File: config.mk
export PLATFORM = sky130hd
export DESIGN_NAME = ysyx_23060332_lsu
export DESIGN_NICKNAME = d
export VERILOG_FILES = /design/src/rtl/ysyx_23060332_lsu.sv
export SDC_FILE = /design/constraint.sdc
export NUM_CORES = 1
export LEC_CHECK = 0
export CAP_MARGIN = 30
export CORE_MARGIN = 4
export CORE_UTILIZATION = 39
export DETAILED_ROUTE_END_ITERATION = 10
export GPL_TIMING_DRIVEN = 0
export PLACE_DENSITY = 0.88
export SLEW_MARGIN = 5
export SYNTH_ARGS = -nofsm -noshare
export SYNTH_HDL_FRONTEND = slang
export SYNTH_SLANG_ARGS = --single-unit
File: constraint.sdc
create_clock -name clk -period 5.85 [get_ports clk]
set_input_delay 1.17 -clock clk [delete_from_list [all_inputs] [get_ports clk]]
set_output_delay 1.17 -clock clk [all_outputs]
set_load 0.1 [all_outputs]
File: src/rtl/ysyx_23060332_lsu.sv
// Load/store unit: accepts one EXU memory op at a time, issues word-aligned
// masked requests to the memory stage and returns extended load data to WBU.
module ysyx_23060332_lsu #(
   parameter int unsigned ADDR_W = 32,
   parameter int unsigned DATA_W = 32
) (
   input  logic              clk,
   input  logic              rst,
   input  logic              req_valid,
   output logic              req_ready,
   input  logic              req_load,
   input  logic              req_store,
   input  logic [2:0]        req_funct3,
   input  logic [ADDR_W-1:0] req_addr,
   input  logic [DATA_W-1:0] req_wdata,
   input  logic [4:0]        req_rd,
   output logic              mem_ren,
   output logic [ADDR_W-1:0] mem_raddr,
   output logic              mem_wen,
   output logic [ADDR_W-1:0] mem_waddr,
   output logic [DATA_W-1:0] mem_wdata,
   output logic [7:0]        mem_wmask,
   input  logic [DATA_W-1:0] mem_rdata,
   output logic              resp_valid,
   input  logic              resp_ready,
   output logic [DATA_W-1:0] resp_data,
   output logic [4:0]        resp_rd,
   output logic              resp_err
);

   typedef enum logic [1:0] {IDLE, LOAD_DATA, RESP} state_t;

   state_t            state, state_nxt;
   logic [2:0]        ld_funct3;
   logic [1:0]        ld_off;
   logic [4:0]        ld_rd;
   logic              accept, req_err, f3_ok, align_ok;
   logic [3:0]        base_mask;
   logic [DATA_W-1:0] shifted, load_val;

   assign req_ready = (state == IDLE);
   assign accept    = req_valid & req_ready;

   always_comb begin
      f3_ok = 1'b0;
      if (req_load & ~req_store) begin
         case (req_funct3)
            3'b000, 3'b001, 3'b010, 3'b100, 3'b101: f3_ok = 1'b1;
            default:                                f3_ok = 1'b0;
         endcase
      end else if (req_store & ~req_load) begin
         case (req_funct3)
            3'b000, 3'b001, 3'b010: f3_ok = 1'b1;
            default:                f3_ok = 1'b0;
         endcase
      end
   end

   // funct3[1:0] encodes access size for both loads and stores
   always_comb begin
      align_ok  = 1'b1;
      base_mask = 4'b0001;
      case (req_funct3[1:0])
         2'b01: begin
            align_ok  = ~req_addr[0];
            base_mask = 4'b0011;
         end
         2'b10: begin
            align_ok  = (req_addr[1:0] == 2'b00);
            base_mask = 4'b1111;
         end
         default: ;
      endcase
   end

   assign req_err = ~(f3_ok & align_ok);

   always_comb begin
      mem_ren   = 1'b0;
      mem_raddr = '0;
      mem_wen   = 1'b0;
      mem_waddr = '0;
      mem_wdata = '0;
      mem_wmask = '0;
      if (accept && !req_err) begin
         if (req_load) begin
            mem_ren   = 1'b1;
            mem_raddr = {req_addr[ADDR_W-1:2], 2'b00};
         end else begin
            mem_wen   = 1'b1;
            mem_waddr = {req_addr[ADDR_W-1:2], 2'b00};
            mem_wdata = req_wdata << {req_addr[1:0], 3'b000};
            mem_wmask = {4'b0000, base_mask << req_addr[1:0]};
         end
      end
   end

   always_comb begin
      shifted = mem_rdata >> {ld_off, 3'b000};
      case (ld_funct3)
         3'b000:  load_val = {{(DATA_W-8){shifted[7]}}, shifted[7:0]};
         3'b100:  load_val = {{(DATA_W-8){1'b0}}, shifted[7:0]};
         3'b001:  load_val = {{(DATA_W-16){shifted[15]}}, shifted[15:0]};
         3'b101:  load_val = {{(DATA_W-16){1'b0}}, shifted[15:0]};
         default: load_val = shifted;
      endcase
   end

   always_comb begin
      state_nxt = state;
      case (state)
         IDLE:      if (accept) state_nxt = (req_err || !req_load) ? RESP : LOAD_DATA;
         LOAD_DATA: state_nxt = RESP;
         RESP:      if (resp_ready) state_nxt = IDLE;
         default:   state_nxt = IDLE;
      endcase
   end

   always_ff @(posedge clk or negedge rst) begin
      if (!rst) state <= IDLE;
      else      state <= state_nxt;
   end

   always_ff @(posedge clk or negedge rst) begin
      if (!rst) begin
         ld_funct3  <= '0;
         ld_off     <= '0;
         ld_rd      <= '0;
         resp_valid <= 1'b0;
         resp_data  <= '0;
         resp_rd    <= '0;
         resp_err   <= 1'b0;
      end else begin
         case (state)
            IDLE: if (accept) begin
               ld_funct3 <= req_funct3;
               ld_off    <= req_addr[1:0];
               ld_rd     <= req_rd;
               if (req_err || !req_load) begin
                  resp_valid <= 1'b1;
                  resp_data  <= '0;
                  resp_rd    <= '0;
                  resp_err   <= req_err;
               end
            end
            LOAD_DATA: begin
               resp_valid <= 1'b1;
               resp_data  <= load_val;
               resp_rd    <= ld_rd;
               resp_err   <= 1'b0;
            end
            RESP: if (resp_ready) resp_valid <= 1'b0;
            default: ;
         endcase
      end
   end

endmodule

==> Word-level counts from Yosys, hierarchy flattened <==
Cells that the tools add are included.
Widths: inputs -> output; s select.
{ "totals": {"register_bits": 51, "in_bits": 110, "output_inout_bits": 146, "word_cells": 84} }
{ "op_classes": {"n_eq_ne": 14, "n_shift": 3, "mux": 36, "bitwise": 8, "n_reduce_logical": 15} }
{ "op_table": {"columns": ["op", "n"], "rows": [
  ["$mux 32", 8],
  ["$pmux 32 s4", 1],
  ["$pmux 32 s2", 1],
  ["$shl 32x5->32", 1],
  ["$shr 32x5->32", 1],
  ["$mux 1", 13],
  ["$eq 3x3->1 const B", 4],
  ["$mux 5", 2],
  ["$pmux 5 s2", 1],
  ["$mux 4", 2],
  ["$pmux 4 s2", 1],
  ["$eq 3x1->1 const B", 2],
  ["$logic_not 3->1", 2],
  ["$mux 2", 3],
  ["$pmux 2 s3", 1],
  ["$reduce_or 5->1", 1],
  ["$and 1x1->1", 4],
  ["$eq 2x1->1 const B", 2],
  ["$eq 2x2->1 const B", 2],
  ["$logic_not 2->1", 2],
  ["$ne 2x1->1 const B", 2],
  ["$not 1->1", 4],
  ["$pmux 1 s2", 2],
  ["$reduce_and 2->1", 2],
  ["12 further kinds", 12]
]} }

==> Longest topological paths before layout <==
Gate-level depths: netlist of run 1.
{ "logic_depth": {"word_depth": 11, "ltp_mapped": 9} }

==> Worst setup path after synthesis of run 1 <==
OpenSTA, ideal clock, no wires.
{ "synth_path": {"path_type": "register to output", "start": "register state[0]", "end": "output port mem_wdata[6]", "t_arrival_ns": 5.588, "required_ns": 4.680, "setup_slack_ns": -0.908, "stages_incl_launch_ff": 7, "cell_sequence": "dfrtp_1 nor2_1 and2_1 nand4bb_1 buf_2 buf_2 nor4b_1"} }
{ "synth_via": {"elab_chain_len": 4} }
{ "synth_rtl": {"columns": ["item", "line_no", "text"], "rows": [
  ["start: declaration", "33", "state_t state, state_nxt;"],
  ["start signal: assignment", "121", "else state <= state_nxt;"],
  ["$logic_not 2->1", "41", "assign req_ready = (state == IDLE);"],
  ["via req_ready", "10", "output logic req_ready,"],
  ["$and 1x1->1", "42", "assign accept = req_valid & req_ready;"],
  ["$logic_and 1x1->1", "85", "if (accept && !req_err) begin"],
  ["$mux 32", "85", null],
  ["end: declaration", "21", "output logic [DATA_W-1:0] mem_wdata,"]
]} }
The timed path passes the listed nets, and every way through them passes these cells.

==> Worst setup path after layout of run 1 <==
{ "layout_path": {"start": "input port req_funct3[0]", "end": "output port mem_wdata[6]"} }
{ "layout_via": {"elab_chain_len": 8} }
{ "layout_rtl": {"columns": ["item", "line_no", "text"], "rows": [
  ["start: declaration", "13", "input logic [2:0] req_funct3,"],
  ["$eq 3x1->1, or another cell as far along", "47, 52", null],
  ["$reduce_or 3->1", "52", "case (req_funct3)"],
  ["$mux 1", "52", null],
  ["$mux 1", "51", "end else if (req_store & ~req_load) begin"],
  ["$mux 1", "46", "if (req_load & ~req_store) begin"],
  ["$and 1x1->1 *", "76", "assign req_err = ~(f3_ok & align_ok);"],
  ["$logic_and 1x1->1 *", "85", null],
  ["$mux 32 *", "85", null]
]} }
Every way passes the cells marked *; elsewhere a longest branch is shown, timed or not.

==> results.toml, run 1 <==
[hold_path]
min_path_cells = 1
hold_start = "resp_data[22]"
hold_path_end = "resp_data[22]"
hold_path.class = "reg -> reg"

[pwr]
p_total_w = 0.00126
p_per_area_nw_per_um2 = 186
vdd_drop_max_mv = 0.114
power.static_leakage_nw = 3.96

[layout]
fin_cells = 794
fin_util_pct = 73.2
nNetsFinal = 777
final_area_um2 = 6790
area_growth_pct = 82.1
layout-drive-gt1-share_pct = 9.32
mostFrequentLayoutCells = "179 x clkdlybuf4s50_1, 66 x dlymetal6s2s_1, 61 x and2_1, 51 x dfrtp_1, 33 x mux2i_1"
diodes = 0
final_common_cell = "clkdlybuf4s50_1"

[sta]
rsz0062_at_grt = "no"
hold_ws_ns = 0.497
hold_viol = 0
max_slew.worst_pin.slew_ns = 1.03
max_freq_mhz = 176
period_minus_slack_ns = 5.69
maxSlewViolCount = 0
skew_ns = 0.0112
slew_headroom_pct = 31.2
setup-violations-final = 0
min_period_over_period_pct = 97.3

[synthesis]
ys_ff_latch = 51
synth_area_um2 = 3730
synth.distinct_cells = 41
ys_warn_count = 0
seq_area_frac_synth_pct = 34.2
avgSynthCellArea_um2 = 9.35
netlist_instances = 399

[routing]
vias = 4328
wire_per_inst_um = 19.9
ant_nets = 0
via_per_inst = 5.45
wirelength_um = 15800
first_pass_iters = 7
drtIter0Drc = 184
drc = 0

[critical_path]
start_kind = "primary input"
arrival_ns = 4.52
timing.rr.start = "ld_off[0]"
reg2reg_to = "resp_data[6]"
required_ns = 4.68
worstRegToRegCells = 6
end_kind = "output port"
critPathKind = "in -> out"
crit_fanout = 10
r2r_slack_ns = 3.85

[global_route]
grt_overflow = 0
track_usage_pct = 27.1
antenna_found_initial = 0
grt_pass1_vias = 4597
grt_pass1_wl_um = 24300
grt_max_degree = 36

[floorplanning]
start_util_pct = 40.2
dieArea_um2 = 11200
fp.coreArea_um2 = 9280
fp.dieH_um = 106
num_rows = 35
die_w_um = 106
io_pins = 256

[cts]
cts_buffers = 5
clock-sinks = 51
clkTransAtPathRegs_ns = 0.10
root_buffer = "clkbuf_8"
clock_latency_ns = 0.30
htree_levels = 2
cts_max_path_buffers = 2
cts_tree = "built"

[place]
io_buffer_count = 246
dpl_cell_area_um2 = 6500
dpl.cell_count = 786
place.gp.congestion = 0.953
place_hpwl_um = 12800

[run_status]
status = "complete, no violations"

[job]
max_cap_viol_count = 0
logic make-up (layout without fill, tap and decap cells):
group	after synthesis	in the layout	synth area share [%]
compound gates	92	92	20.0
fa+ha+maj	3	3	1.01
buf+inv	51	310	6.71
flops	51	51	34.2
mux	47	47	13.7
other cells	1	8	0.101
simple gates	154	154	24.3
repair_timing:
| item | in CTS | in global routing |
|---|---|---|
| hold buffers | 0 | 0 |
| resized for setup | 0 | 66 |
| setup buffers | 0 | 0 |
| endpoints found under the setup margin | 0 | 66 |
flip-flops by register name (all words and copies together) (netlist names):
signal / flops
resp_err: 1
resp_rd: 5
ld_funct3: 3
resp_valid: 1
ld_off: 2
resp_data: 32
ld_rd: 5
state: 2
per-stage QoR:
step                setup WS [ns]  setup TNS [ns]
global placement           0.0665               0
detailed placement         0.0352               0
global route               0.0285               0
finish                      0.158               0
floorplan                  -0.908           -6.27
CTS                        0.0239               0
cell usage after synthesis:
master / n / share of area, %
a32o_1: 7 / 1.9
o41ai_2: 1 / 0.44
nand3b_1: 1 / 0.20
a211oi_1: 17 / 3.4
a221o_2: 3 / 0.91
a211o_2: 6 / 1.6
nor3b_1: 2 / 0.40
and2_1: 61 / 10
o31a_1: 1 / 0.23
nand2b_1: 4 / 0.67
nor4_4: 1 / 0.57
nor2b_1: 17 / 2.9
buf_4: 8 / 1.6
or2_2: 1 / 0.17
mux2i_1: 33 / 8.9
o22ai_1: 1 / 0.17
a211o_1: 8 / 1.9
a21oi_1: 17 / 2.3
buf_1: 7 / 0.70
ha_1: 3 / 1.0
inv_1: 5 / 0.50
dfrtp_1: 51 / 34
a221o_1: 6 / 1.6
buf_2: 11 / 1.5
mux2_2: 12 / 3.6
nand2_1: 11 / 1.1
nor2_1: 30 / 3.0
nor3b_2: 1 / 0.34
mux4_2: 2 / 1.2
o22a_1: 1 / 0.23
nor4b_1: 10 / 2.3
and2b_1: 3 / 0.60
buf_6: 2 / 0.60
o2bb2ai_1: 15 / 3.5
a22o_1: 6 / 1.4
o21ai_1: 1 / 0.13
conb_1: 1 / 0.10
nand4bb_1: 1 / 0.30
clkbuf_1: 18 / 1.8
o21ai_0: 2 / 0.27
nor3_1: 11 / 1.5
layer usage:
layer | up-vias | routed length (um) | part of all wire, % | global-route usage [%]
met1 | 2029 | 5500 | 35 | 29.4
met3 | 54 | 1600 | 10 | 8.82
met2 | 278 | 8010 | 51 | 48.0
met5 | - | 0 | 0 | 0
li1 | 1967 | - | - | -
met4 | 0 | 706 | 4.5 | 11.5
worst max-delay path by stage:
| stage | from | endpoint | slack (ns) | depth (start not counted) |
|---|---|---|---|---|
| after floorplan | state[0] | mem_wdata[6] | -0.91 | 6 |
| after global placement | req_funct3[0] | mem_raddr[29] | 0.07 | 9 |
| after detailed placement | req_funct3[0] | mem_raddr[24] | 0.04 | 9 |
| after CTS | req_funct3[0] | mem_raddr[24] | 0.02 | 9 |
| after global routing | req_funct3[0] | mem_wdata[27] | 0.03 | 10 |
| final | req_funct3[0] | mem_wdata[6] | 0.16 | 10 |
critical path: stages:
cell	delay, ns
clkdlybuf4s50_1	0.51
inv_1	0.08
ha_1	0.33
nand2_1	0.10
o21ai_1	0.15
nand4bb_1	0.22
buf_2	0.20
buf_2	0.21
nor4b_1	0.34
clkdlybuf4s50_1	1.20
power by group:
| group | total (W) | internal, W | switching (W) |
|---|---|---|---|
| clock network | 0.000260 | 0.000141 | 0.000120 |
| registers | 0.000412 | 0.000385 | 0.0000271 |
| logic | 0.000591 | 0.000225 | 0.000366 |
| total | 0.00126 | 0.000751 | 0.000513 |
layout make-up:
| class | instances | area [um^2] |
|---|---|---|
| Buffer | 46 | 231 |
| Clock buffer | 6 | 82.6 |
| Clock inverter | 2 | 38.8 |
| Fill cell | 678 | 2490 |
| Inverter | 5 | 18.8 |
| Multi-Input combinational cell | 304 | 2230 |
| Sequential cell | 51 | 1280 |
| Tap cell | 129 | 161 |
| Timing Repair Buffer | 251 | 2750 |
Note: power is estimated with default switching activity, not from simulation.
==> run 2: changes to the inputs <==
CORE_ASPECT_RATIO = 0.6   (was default)
==> run 2 against run 1 <==
Net effect: sequential power barely moved; register-to-register slack got worse by 0.11 ns; non-clock buffer count fell by 4; fmax fell by 0.46%; critical path type unchanged; clock-buffer cell count fell by 1.
==> results.toml, run 2 (same netlist as run 1, synthesis figures left out) <==
[layout]
largest_reg_flops = 32
mostFrequentLayoutCells = "174 x clkdlybuf4s50_1, 61 x and2_1, 56 x dlymetal6s2s_1, 51 x dfrtp_1, 33 x mux2i_1"
n_fill_cell = 719
reg_top3 = "resp_data (32), ld_rd (5), resp_rd (5)"
top_register = "resp_data"
layout-drive-gt1-share_pct = 8.77
area_growth_pct = 78.7
final_common_cell = "clkdlybuf4s50_1"
nNetsFinal = 773
final_area_um2 = 6670

[critical_path]
crit_fanout = 10
start_kind = "primary input"
arrival_ns = 4.55
critPathKind = "in -> out"
reg2reg_to = "resp_data[24]"
required_ns = 4.68
timing.rr.start = "state[0]"
r2r_slack_ns = 3.74
end_kind = "output port"
worstRegToRegCells = 4

[pwr]
power.static_leakage_nw = 3.81
vdd_drop_max_mv = 0.123
p_total_w = 0.00130
p_per_area_nw_per_um2 = 195

[sta]
slew_headroom_pct = 31.4
max_freq_mhz = 175
min_period_over_period_pct = 97.8
hold_ws_ns = 0.492
setup-violations-final = 0
maxSlewViolCount = 0
max_slew.worst_pin.slew_ns = 1.03
rsz0062_at_grt = "no"
skew_ns = 0.00586
layout_setup_ws_ns = 0.132
period_minus_slack_ns = 5.72
fin_setup_tns_ns = 0
hold_viol = 0

[floorplanning]
num_rows = 27
start_util_pct = 40.3
dieArea_um2 = 11200
fp.dieH_um = 83.8
die_w_um = 134
fp.coreArea_um2 = 9260
io_pins = 256

[hold_path]
hold_start = "ld_rd[4]"
hold_path.class = "reg -> reg"
hold_path_end = "resp_rd[4]"
min_path_cells = 1

[routing]
wirelength_um = 16500
drtIter0Drc = 318
wire_per_inst_um = 20.8
via_per_inst = 5.50
first_pass_iters = 5
drc = 0
vias = 4364
ant_nets = 0

[global_route]
track_usage_pct = 28.5
grt_overflow = 0
grt_max_degree = 28
antenna_found_initial = 2
grt_pass1_vias = 4572
grt_pass1_wl_um = 25500

[place]
place_ws_ns = -0.0617
io_buffer_count = 246
dpl_cell_area_um2 = 6400
place_hpwl_um = 13400
place.gp.congestion = 0.923

[cts]
cts_max_path_buffers = 2
clock-sinks = 51
cts_hold_buf = 0
clkTransAtPathRegs_ns = 0.06
cts_tree = "built"
clock_latency_ns = 0.30
root_buffer = "clkbuf_16"
cts_setup_buffers = 0
htree_levels = 2
cts_buffers = 5

[job]
max_cap_viol_count = 0

[run_status]
status = "complete, no violations"
## run 2: where the power goes
part | internal [W] | total (W) | switching [W]
Combinational | 0.000224 | 0.000596 | 0.000372
Sequential | 0.000385 | 0.000412 | 0.0000267
Clock | 0.000159 | 0.000291 | 0.000132
Total | 0.000768 | 0.00130 | 0.000532
## run 2: repair_timing
item | 4_1_cts | 5_1_grt
resized for setup | 15 | 56
endpoints found under the hold margin | 0 | 0
setup endpoints to repair | 15 | 56
pin swaps | 0 | 0
## run 2: worst max-delay path: stages
cell             delay (ns)
clkdlybuf4s50_1        0.53
inv_1                  0.08
ha_1                   0.34
nand2_1                0.11
o21ai_1                0.16
nand4bb_1              0.25
buf_2                  0.22
inv_1                  0.15
clkbuf_1               0.31
clkdlybuf4s50_1        1.21
## run 2: worst max path at each step
stage             startpoint             to  slack [ns]  depth (start not counted)
2_1_floorplan       state[0]   mem_wdata[6]       -0.91                          6
3_3_place_gp   req_funct3[0]  mem_raddr[26]       -0.01                          9
3_5_place_dp   req_funct3[0]  mem_raddr[26]       -0.06                          9
4_1_cts        req_funct3[0]  mem_raddr[12]     0.00001                          9
5_1_grt        req_funct3[0]        mem_wen        0.01                         10
6_report       req_funct3[0]        mem_wen        0.13                         10
## run 2: layout make-up
type	count	area [um^2]	area share, %
multi-input combinational	304	2230	33.4
sequential	51	1280	19.1
antenna	2	5.00	0.0751
tap	130	163	2.44
buffer	46	231	3.47
clock inverter	3	18.8	0.282
timing repair buffer	247	2600	39.0
inverter	5	18.8	0.282
clock buffer	5	125	1.88
## run 2: through the flow
stage,utilization (%),instances
floorplan,-,406
global placement,68.9,782
detailed placement,69.1,783
CTS,70.5,791
global route,72.0,793
finish,72.0,793
## run 2: layer usage
layer	track usage, %	part of all wire [%]
met2	46.0	48
met4	9.98	2.9
met3	7.47	8.6
met5	0	0
met1	37.1	40
